==> src/rtl/bcd_display_scanner.sv <==
// Two-digit multiplexed seven-segment scanner for a 0..19 BCD value.
// A prescaler divides clk into digit slots; a new value is staged in a
// pending register and only copied to the display register at a frame
// boundary (end of the tens slot), so a frame never shows two different values.
// Segments and anodes are active-low and registered from the post-edge slot
// and display value.

module bcd_display_scanner #(
    parameter int REFRESH_DIV = 50000
) (
    input  logic       clk,
    input  logic       rst,
    input  logic [4:0] bcd_in,
    input  logic       load,
    input  logic       blank_lz,
    output logic [6:0] seg,
    output logic [1:0] an,
    output logic       err
);

    localparam int CNT_W = (REFRESH_DIV > 2) ? $clog2(REFRESH_DIV) : 1;
    localparam logic [CNT_W-1:0] CNT_MAX = CNT_W'(REFRESH_DIV - 1);

    localparam logic [6:0] SEG_OFF  = 7'b1111111;
    localparam logic [6:0] SEG_DASH = 7'b0111111;
    localparam logic [1:0] AN_NONE  = 2'b11;
    localparam logic [1:0] AN_UNITS = 2'b10;
    localparam logic [1:0] AN_TENS  = 2'b01;

    typedef enum logic {
        SLOT_UNITS = 1'b0,
        SLOT_TENS  = 1'b1
    } slot_t;

    // Active-low segment pattern (g..a) for one BCD digit; 10..15 show a dash.
    function automatic logic [6:0] seg_decode(input logic [3:0] digit);
        logic [6:0] pattern;
        case (digit)
            4'd0:    pattern = 7'b1000000;
            4'd1:    pattern = 7'b1111001;
            4'd2:    pattern = 7'b0100100;
            4'd3:    pattern = 7'b0110000;
            4'd4:    pattern = 7'b0011001;
            4'd5:    pattern = 7'b0010010;
            4'd6:    pattern = 7'b0000010;
            4'd7:    pattern = 7'b1111000;
            4'd8:    pattern = 7'b0000000;
            4'd9:    pattern = 7'b0010000;
            default: pattern = SEG_DASH;
        endcase
        return pattern;
    endfunction

    // A units digit above 9 cannot come from a valid binary-to-BCD conversion.
    function automatic logic units_invalid(input logic [3:0] digit);
        return (digit > 4'd9);
    endfunction

    logic [CNT_W-1:0] cnt_r;
    logic [CNT_W-1:0] cnt_nxt_s;
    logic             tick_s;
    slot_t            slot_r;
    slot_t            slot_nxt_s;
    logic             boundary_s;
    logic             pending_r;
    logic             pending_nxt_s;
    logic [4:0]       pending_reg_r;
    logic [4:0]       pending_reg_nxt_s;
    logic [4:0]       disp_r;
    logic [4:0]       disp_nxt_s;
    logic [6:0]       seg_nxt_s;
    logic [1:0]       an_nxt_s;
    logic             err_nxt_s;

    // Prescaler: count 0..REFRESH_DIV-1 and flag the last count of each slot.
    always_comb begin
        tick_s    = 1'b0;
        cnt_nxt_s = cnt_r + CNT_W'(1);
        if (cnt_r == CNT_MAX) begin
            tick_s    = 1'b1;
            cnt_nxt_s = '0;
        end else begin
            tick_s    = 1'b0;
        end
    end

    // Slot sequencer next state: alternate units/tens on every tick.
    always_comb begin
        slot_nxt_s = slot_r;
        case (slot_r)
            SLOT_UNITS: begin
                if (tick_s) begin
                    slot_nxt_s = SLOT_TENS;
                end else begin
                    slot_nxt_s = SLOT_UNITS;
                end
            end
            SLOT_TENS: begin
                if (tick_s) begin
                    slot_nxt_s = SLOT_UNITS;
                end else begin
                    slot_nxt_s = SLOT_TENS;
                end
            end
            default: slot_nxt_s = SLOT_UNITS;
        endcase
    end

    // The last cycle of the tens slot ends a frame.
    assign boundary_s = tick_s && (slot_r == SLOT_TENS);

    // Staging: the boundary moves the pre-edge pending value to the display,
    // while a coincident load refills the stage and keeps it pending.
    always_comb begin
        pending_nxt_s     = pending_r;
        pending_reg_nxt_s = pending_reg_r;
        disp_nxt_s        = disp_r;
        if (boundary_s && pending_r) begin
            disp_nxt_s    = pending_reg_r;
            pending_nxt_s = 1'b0;
        end else begin
            disp_nxt_s    = disp_r;
        end
        if (load) begin
            pending_reg_nxt_s = bcd_in;
            pending_nxt_s     = 1'b1;
        end else begin
            pending_reg_nxt_s = pending_reg_r;
        end
    end

    // Output decode from the slot and display value that hold after this edge.
    always_comb begin
        seg_nxt_s = SEG_OFF;
        an_nxt_s  = AN_NONE;
        err_nxt_s = units_invalid(disp_nxt_s[3:0]);
        case (slot_nxt_s)
            SLOT_UNITS: begin
                an_nxt_s  = AN_UNITS;
                seg_nxt_s = seg_decode(disp_nxt_s[3:0]);
            end
            SLOT_TENS: begin
                if (blank_lz && !disp_nxt_s[4]) begin
                    an_nxt_s  = AN_NONE;
                    seg_nxt_s = SEG_OFF;
                end else begin
                    an_nxt_s  = AN_TENS;
                    seg_nxt_s = seg_decode({3'b000, disp_nxt_s[4]});
                end
            end
            default: begin
                an_nxt_s  = AN_NONE;
                seg_nxt_s = SEG_OFF;
            end
        endcase
    end

    // Slot sequencer state register.
    always_ff @(posedge clk) begin
        if (rst) begin
            slot_r <= SLOT_UNITS;
        end else begin
            slot_r <= slot_nxt_s;
        end
    end

    // Prescaler, staging and display registers.
    always_ff @(posedge clk) begin
        if (rst) begin
            cnt_r         <= '0;
            pending_r     <= 1'b0;
            pending_reg_r <= 5'b00000;
            disp_r        <= 5'b00000;
        end else begin
            cnt_r         <= cnt_nxt_s;
            pending_r     <= pending_nxt_s;
            pending_reg_r <= pending_reg_nxt_s;
            disp_r        <= disp_nxt_s;
        end
    end

    // Registered display outputs; reset turns every digit off.
    always_ff @(posedge clk) begin
        if (rst) begin
            seg <= SEG_OFF;
            an  <= AN_NONE;
            err <= 1'b0;
        end else begin
            seg <= seg_nxt_s;
            an  <= an_nxt_s;
            err <= err_nxt_s;
        end
    end

    bcd_display_scanner_chk u_chk (
        .clk (clk),
        .rst (rst),
        .seg (seg),
        .an  (an)
    );

endmodule

// Output-side invariants of the scanner: never both anodes on, and a
// dark digit position always carries dark segments.
module bcd_display_scanner_chk (
    input logic       clk,
    input logic       rst,
    input logic [6:0] seg,
    input logic [1:0] an
);

    logic armed_r;

    // Arm the checks once a reset has initialised the outputs.
    always_ff @(posedge clk) begin
        if (rst) begin
            armed_r <= 1'b1;
        end else begin
            armed_r <= armed_r;
        end
    end

    // Output invariants, checked once per clock after the first reset.
    always @(posedge clk) begin
        if (armed_r) begin
            assert (an != 2'b00);
            assert ((an != 2'b11) || (seg == 7'b1111111));
        end
    end

endmodule

==> config.mk <==
export PLATFORM = sky130hd
export DESIGN_NAME = bcd_display_scanner
export DESIGN_NICKNAME = d
export VERILOG_FILES = /design/src/rtl/bcd_display_scanner.sv
export SDC_FILE = /design/constraint.sdc
export NUM_CORES = 1
export LEC_CHECK = 0
export CELL_PAD_IN_SITES_DETAIL_PLACEMENT = 0
export CELL_PAD_IN_SITES_GLOBAL_PLACEMENT = 1
export CORE_AREA = 2 2 66 68
export CTS_BUF_LIST = sky130_fd_sc_hd__clkbuf_8
export CTS_CLUSTER_DIAMETER = 30
export CTS_CLUSTER_SIZE = 10
export DETAILED_ROUTE_END_ITERATION = 6
export DIE_AREA = 0 0 68 70
export PLACE_DENSITY_LB_ADDON = 0.1
export SYNTH_ARGS = -nofsm -noshare
export SYNTH_HDL_FRONTEND = slang
export SYNTH_SLANG_ARGS = --single-unit
export TNS_END_PERCENT = 10
==> constraint.sdc <==
create_clock -name clk -period 3.2 [get_ports clk]
set_clock_uncertainty 0.2 [all_clocks]
set_input_delay 0.64 -clock clk [delete_from_list [all_inputs] [get_ports clk]]
set_output_delay 0.64 -clock clk [all_outputs]
set_load 0.01 [all_outputs]
==> results_tabular.tex <==
\begin{tabular}{lr}
\hline
Metric & Value \\
\hline
\multicolumn{2}{l}{\textbf{Drt}} \\
\quad Total Routed Length & 3190 um \\
\quad Post-detailed-route DRC marker count & 0 \\
\quad ANT nets after route & 0 \\
\quad Met2 layer wire length in the routed design & 1320 um \\
\quad DR vias & 1293 \\
\quad Average wire per standard cell & 12.1 um \\
\quad Vias per std cell & 4.92 \\
\quad Met1 Routed Length & 1640 um \\
\quad Highest signal layer in the routed design & met4 \\
\quad Detailed Routing Iterations Pass 1 & 4 \\
\quad Routed length on met3 & 170 um \\
\quad First-iteration detailed-routing DRC count & 52 \\
\multicolumn{2}{l}{\textbf{Synth}} \\
\quad Leading cell types by total area after synthesis & sky130\_fd\_sc\_hd\_\_dfxtp\_1, sky130\_fd\_sc\_hd\_\_ha\_1, sky130\_fd\_sc\_hd\_\_nor2\_1, sky130\_fd\_sc\_hd\_\_mux2i\_1, sky130\_fd\_sc\_hd\_\_nor2\_2 \\
\quad Share of synthesized flip-flops with an asynchronous set or reset & 0\% \\
\quad Largest area contributor in the synthesized netlist & sky130\_fd\_sc\_hd\_\_dfxtp\_1 \\
\quad Count of flip-flops with a built-in enable after synthesis & 0 \\
\quad Prevailing post-synth register cell & sky130\_fd\_sc\_hd\_\_dfxtp\_1 \\
\quad Post-synthesis instance total & 188 \\
\quad Warnings from Yosys & 0 \\
\quad Syn Std Cell Area & 0.00174 mm2 \\
\quad Sequential fraction of the synthesis area & 43.6\% \\
\quad Post-synth cell types & 39 \\
\quad Flip-flop and latch count after synthesis & 38 \\
\quad Mean instance size in the synthesized netlist & 9.28 um2 \\
\quad Post-synthesis net count & 205 \\
\quad Area fraction of the dominant cell type after synthesis & 43.6\% \\
\multicolumn{2}{l}{\textbf{Floorplan}} \\
\quad Full die area & 0.00476 mm2 \\
\quad Area of the placeable core & 0.00414 mm2 \\
\quad Row cnt & 24 \\
\quad Initial cell density of the core & 42.1\% \\
\quad Die width & 68 um \\
\quad Die Y-Extent & 70 um \\
\quad IO Count & 19 \\
\multicolumn{2}{l}{\textbf{Timing}} \\
\quad Count of final setup violators & 0 \\
\quad Final count of pins violating max slew & 0 \\
\quad Final number of hold-violating endpoints & 0 \\
\quad Minimum clock period after layout & 2.95 ns \\
\quad Period utilisation layout & 92.1\% \\
\quad Max Clock Freq & 339 MHz \\
\quad Unrepaired setup endpoints after global routing & false \\
\quad Total Neg Setup Slack & 0 ns \\
\quad Crit path setup slack, layout & 0.252 ns \\
\quad Transition time of the tightest slew-check pin & 0.574 ns \\
\quad Headroom to the max-slew limit & 61.6\% \\
\quad Final hold slack & 0.269 ns \\
\multicolumn{2}{l}{\textbf{Final layout}} \\
\quad Most frequent standard cell in the layout excluding fill and tap cells & sky130\_fd\_sc\_hd\_\_dfxtp\_1 \\
\quad Filler instances & 387 \\
\quad Post-synthesis to final-layout area growth & 17.7\% \\
\quad Fraction of layout instances using a drive strength above 1 & 11.8\% \\
\quad Commonest cells after routing, fill and taps aside & sky130\_fd\_sc\_hd\_\_dfxtp\_1, sky130\_fd\_sc\_hd\_\_nor2\_1, sky130\_fd\_sc\_hd\_\_clkdlybuf4s50\_1, sky130\_fd\_sc\_hd\_\_nor2\_2 \\
\quad Fin area & 0.00205 mm2 \\
\quad Post-route insts no fill & 263 \\
\quad Net count reported at finish & 228 \\
\quad Antenna diode count & 0 \\
\multicolumn{2}{l}{\textbf{Setup path}} \\
\quad Category of cells accounting for the largest share of critical-path delay & simple AND/OR/NAND/NOR gates \\
\quad Crit path arrival time & 2.95 ns \\
\quad Data required time at the worst endpoint & 3.20 ns \\
\quad Critical Path, Cell by Cell & or4b\_1, nor4\_2, ha\_1, nand2\_1, mux2i\_1, inv\_1, ha\_1, nor2b\_1, o31ai\_1 \\
\quad Setup Crit Path Kind & reg -> reg \\
\quad Critical Path End Type & flip-flop \\
\quad CP bufs+invs & 1 \\
\quad Kind of start point of the critical path & flip-flop \\
\quad Slowest stage cell on the critical path & sky130\_fd\_sc\_hd\_\_or4b\_1 \\
\quad Largest stage delay, worst path & 0.55 ns \\
\quad Worst-path fanout max & 6 \\
\quad Most used cell, CP & sky130\_fd\_sc\_hd\_\_ha\_1 \\
\multicolumn{2}{l}{\textbf{Clock tree}} \\
\quad CTS H-tree depth & 2 \\
\quad TritonCTS buffer count & 5 \\
\quad Post-CTS setup-driven buffer insertion count & 0 \\
\quad Clock tree from TritonCTS & built \\
\quad Clock latency at the later pin of the worst-skew pair & 0.29 ns \\
\quad Root cell of the clock tree & sky130\_fd\_sc\_hd\_\_clkbuf\_8 \\
\quad Number of buffers inserted for hold repair after clock tree synthesis & 0 \\
\quad Clock edge transition at the registers on the reported setup and hold paths & 0.07 ns \\
\quad Deepest clock path buffer count & 2 \\
\quad Post-cts repair resize count & 0 \\
\quad Count of clock tree sinks & 38 \\
\multicolumn{2}{l}{\textbf{Placement}} \\
\quad Final RePlAce weighted congestion & 0.856 \\
\quad Final HPWL from detailed placement & 2420 um \\
\quad Setup Slack @ Placement & 0.267 ns \\
\quad Placed cell count & 256 \\
\quad Number of port buffers & 18 \\
\quad Placed standard-cell area & 0.00197 mm2 \\
\multicolumn{2}{l}{\textbf{Outcome}} \\
\quad Status & finished, final reports clean \\
\multicolumn{2}{l}{\textbf{Min path}} \\
\quad Min-Delay Path Class & reg -> reg \\
\multicolumn{2}{l}{\textbf{Power and ir drop}} \\
\quad Static power due to leakage & 0.799 nW \\
\quad Power per cell area & 411 mW/mm2 \\
\quad Largest vdd supply drop & 0.184 mV \\
\multicolumn{2}{l}{\textbf{GRT}} \\
\quad GR Util All Layers & 15.2\% \\
\quad Vias in the first global route & 1185 \\
\quad Wire length of the first global-routing pass & 5420 um \\
\quad Maximum number of pins on one net before global-route repair & 17 \\
\quad Number of antenna violations at the first check in global routing & 0 \\
\quad Grt total ovfl & 0 \\
\multicolumn{2}{l}{\textbf{Flow run}} \\
\quad Count of max-cap constraint violations & 0 \\
\hline
\end{tabular}
[metrics by stage]
step	util, %	power [W]
3_3_place_gp	47.6	0.000555
4_1_cts	49.5	0.000860
5_1_grt	49.5	0.000889
6_report	49.5	0.000843
2_1_floorplan	-	0.000534
3_5_place_dp	47.6	0.000556
[synth_stat cells, types with 2 or more instances]
library cell	instances
sky130_fd_sc_hd__clkbuf_1	3
sky130_fd_sc_hd__nor3_1	7
sky130_fd_sc_hd__a211oi_1	3
sky130_fd_sc_hd__nor2_2	10
sky130_fd_sc_hd__nor2_1	26
sky130_fd_sc_hd__or4bb_1	2
sky130_fd_sc_hd__nand4_1	4
sky130_fd_sc_hd__nand2_1	7
sky130_fd_sc_hd__inv_1	8
sky130_fd_sc_hd__xor2_1	6
sky130_fd_sc_hd__a21boi_0	4
sky130_fd_sc_hd__ha_1	8
sky130_fd_sc_hd__nor2b_1	4
sky130_fd_sc_hd__a31oi_1	2
sky130_fd_sc_hd__xnor2_1	7
sky130_fd_sc_hd__or3_1	2
sky130_fd_sc_hd__and4_1	2
sky130_fd_sc_hd__dfxtp_1	38
sky130_fd_sc_hd__o31ai_1	5
sky130_fd_sc_hd__and3_1	3
sky130_fd_sc_hd__mux2i_1	7
sky130_fd_sc_hd__o21ai_0	4
sky130_fd_sc_hd__a21oi_1	5
sky130_fd_sc_hd__nand3_1	5
sky130_fd_sc_hd__buf_2	2
[report_power, final]
group / switching (W) / leakage, nW / internal [W]
Sequential: 0.00000988 / 0.311 / 0.000486
Combinational: 0.0000221 / 0.445 / 0.0000274
Clock: 0.000152 / 0.0438 / 0.000146
Total: 0.000184 / 0.799 / 0.000659
[logic make-up after synthesis]
family	Yosys count	share of synthesized area, %
AO/OA/AOI/OAI	25	9.40
XOR/XNOR	13	6.53
adder cells (fa/ha/maj)	8	5.74
buffers and inverters	15	4.73
flip-flops	38	43.6
multiplexers	8	4.66
AND/OR/NAND/NOR	81	25.3
[sequential cells by signal, indices dropped and copies added, names as in the netlist]
name / cells
pending_r: 1
slot_r: 1
disp_r: 5
an: 2
cnt_r: 16
err: 1
pending_reg_r: 5
seg: 7
[routing by layer]
metal / up-vias / global-route usage, %
met5: - / 0
li1: 695 / -
met1: 567 / 20.1
met2: 25 / 21.1
met4: 0 / 8.00
met3: 6 / 5.48
[area by class of cell]
cell class              count  area, um2  area share, %
inverters                   8       30.0           1.46
repair buffers             23        218           10.6
clock inverters             2       10.0          0.488
clock buffers               5       68.8           3.35
flip-flops and latches     38        761           37.1
multi-input cells         135        901           43.9
well taps                  52       65.1           3.17
[final timing paths]
path	from	to	slack, ns	cells past startpoint
worst max-delay path	cnt_r[7]	seg[4]	0.25	9
worst min-delay path	cnt_r[0]	cnt_r[0]	0.27	1
worst max register to register	cnt_r[7]	seg[4]	0.25	9
worst min register to register	cnt_r[0]	cnt_r[0]	0.27	1
Power figures use the tool's default switching activity.
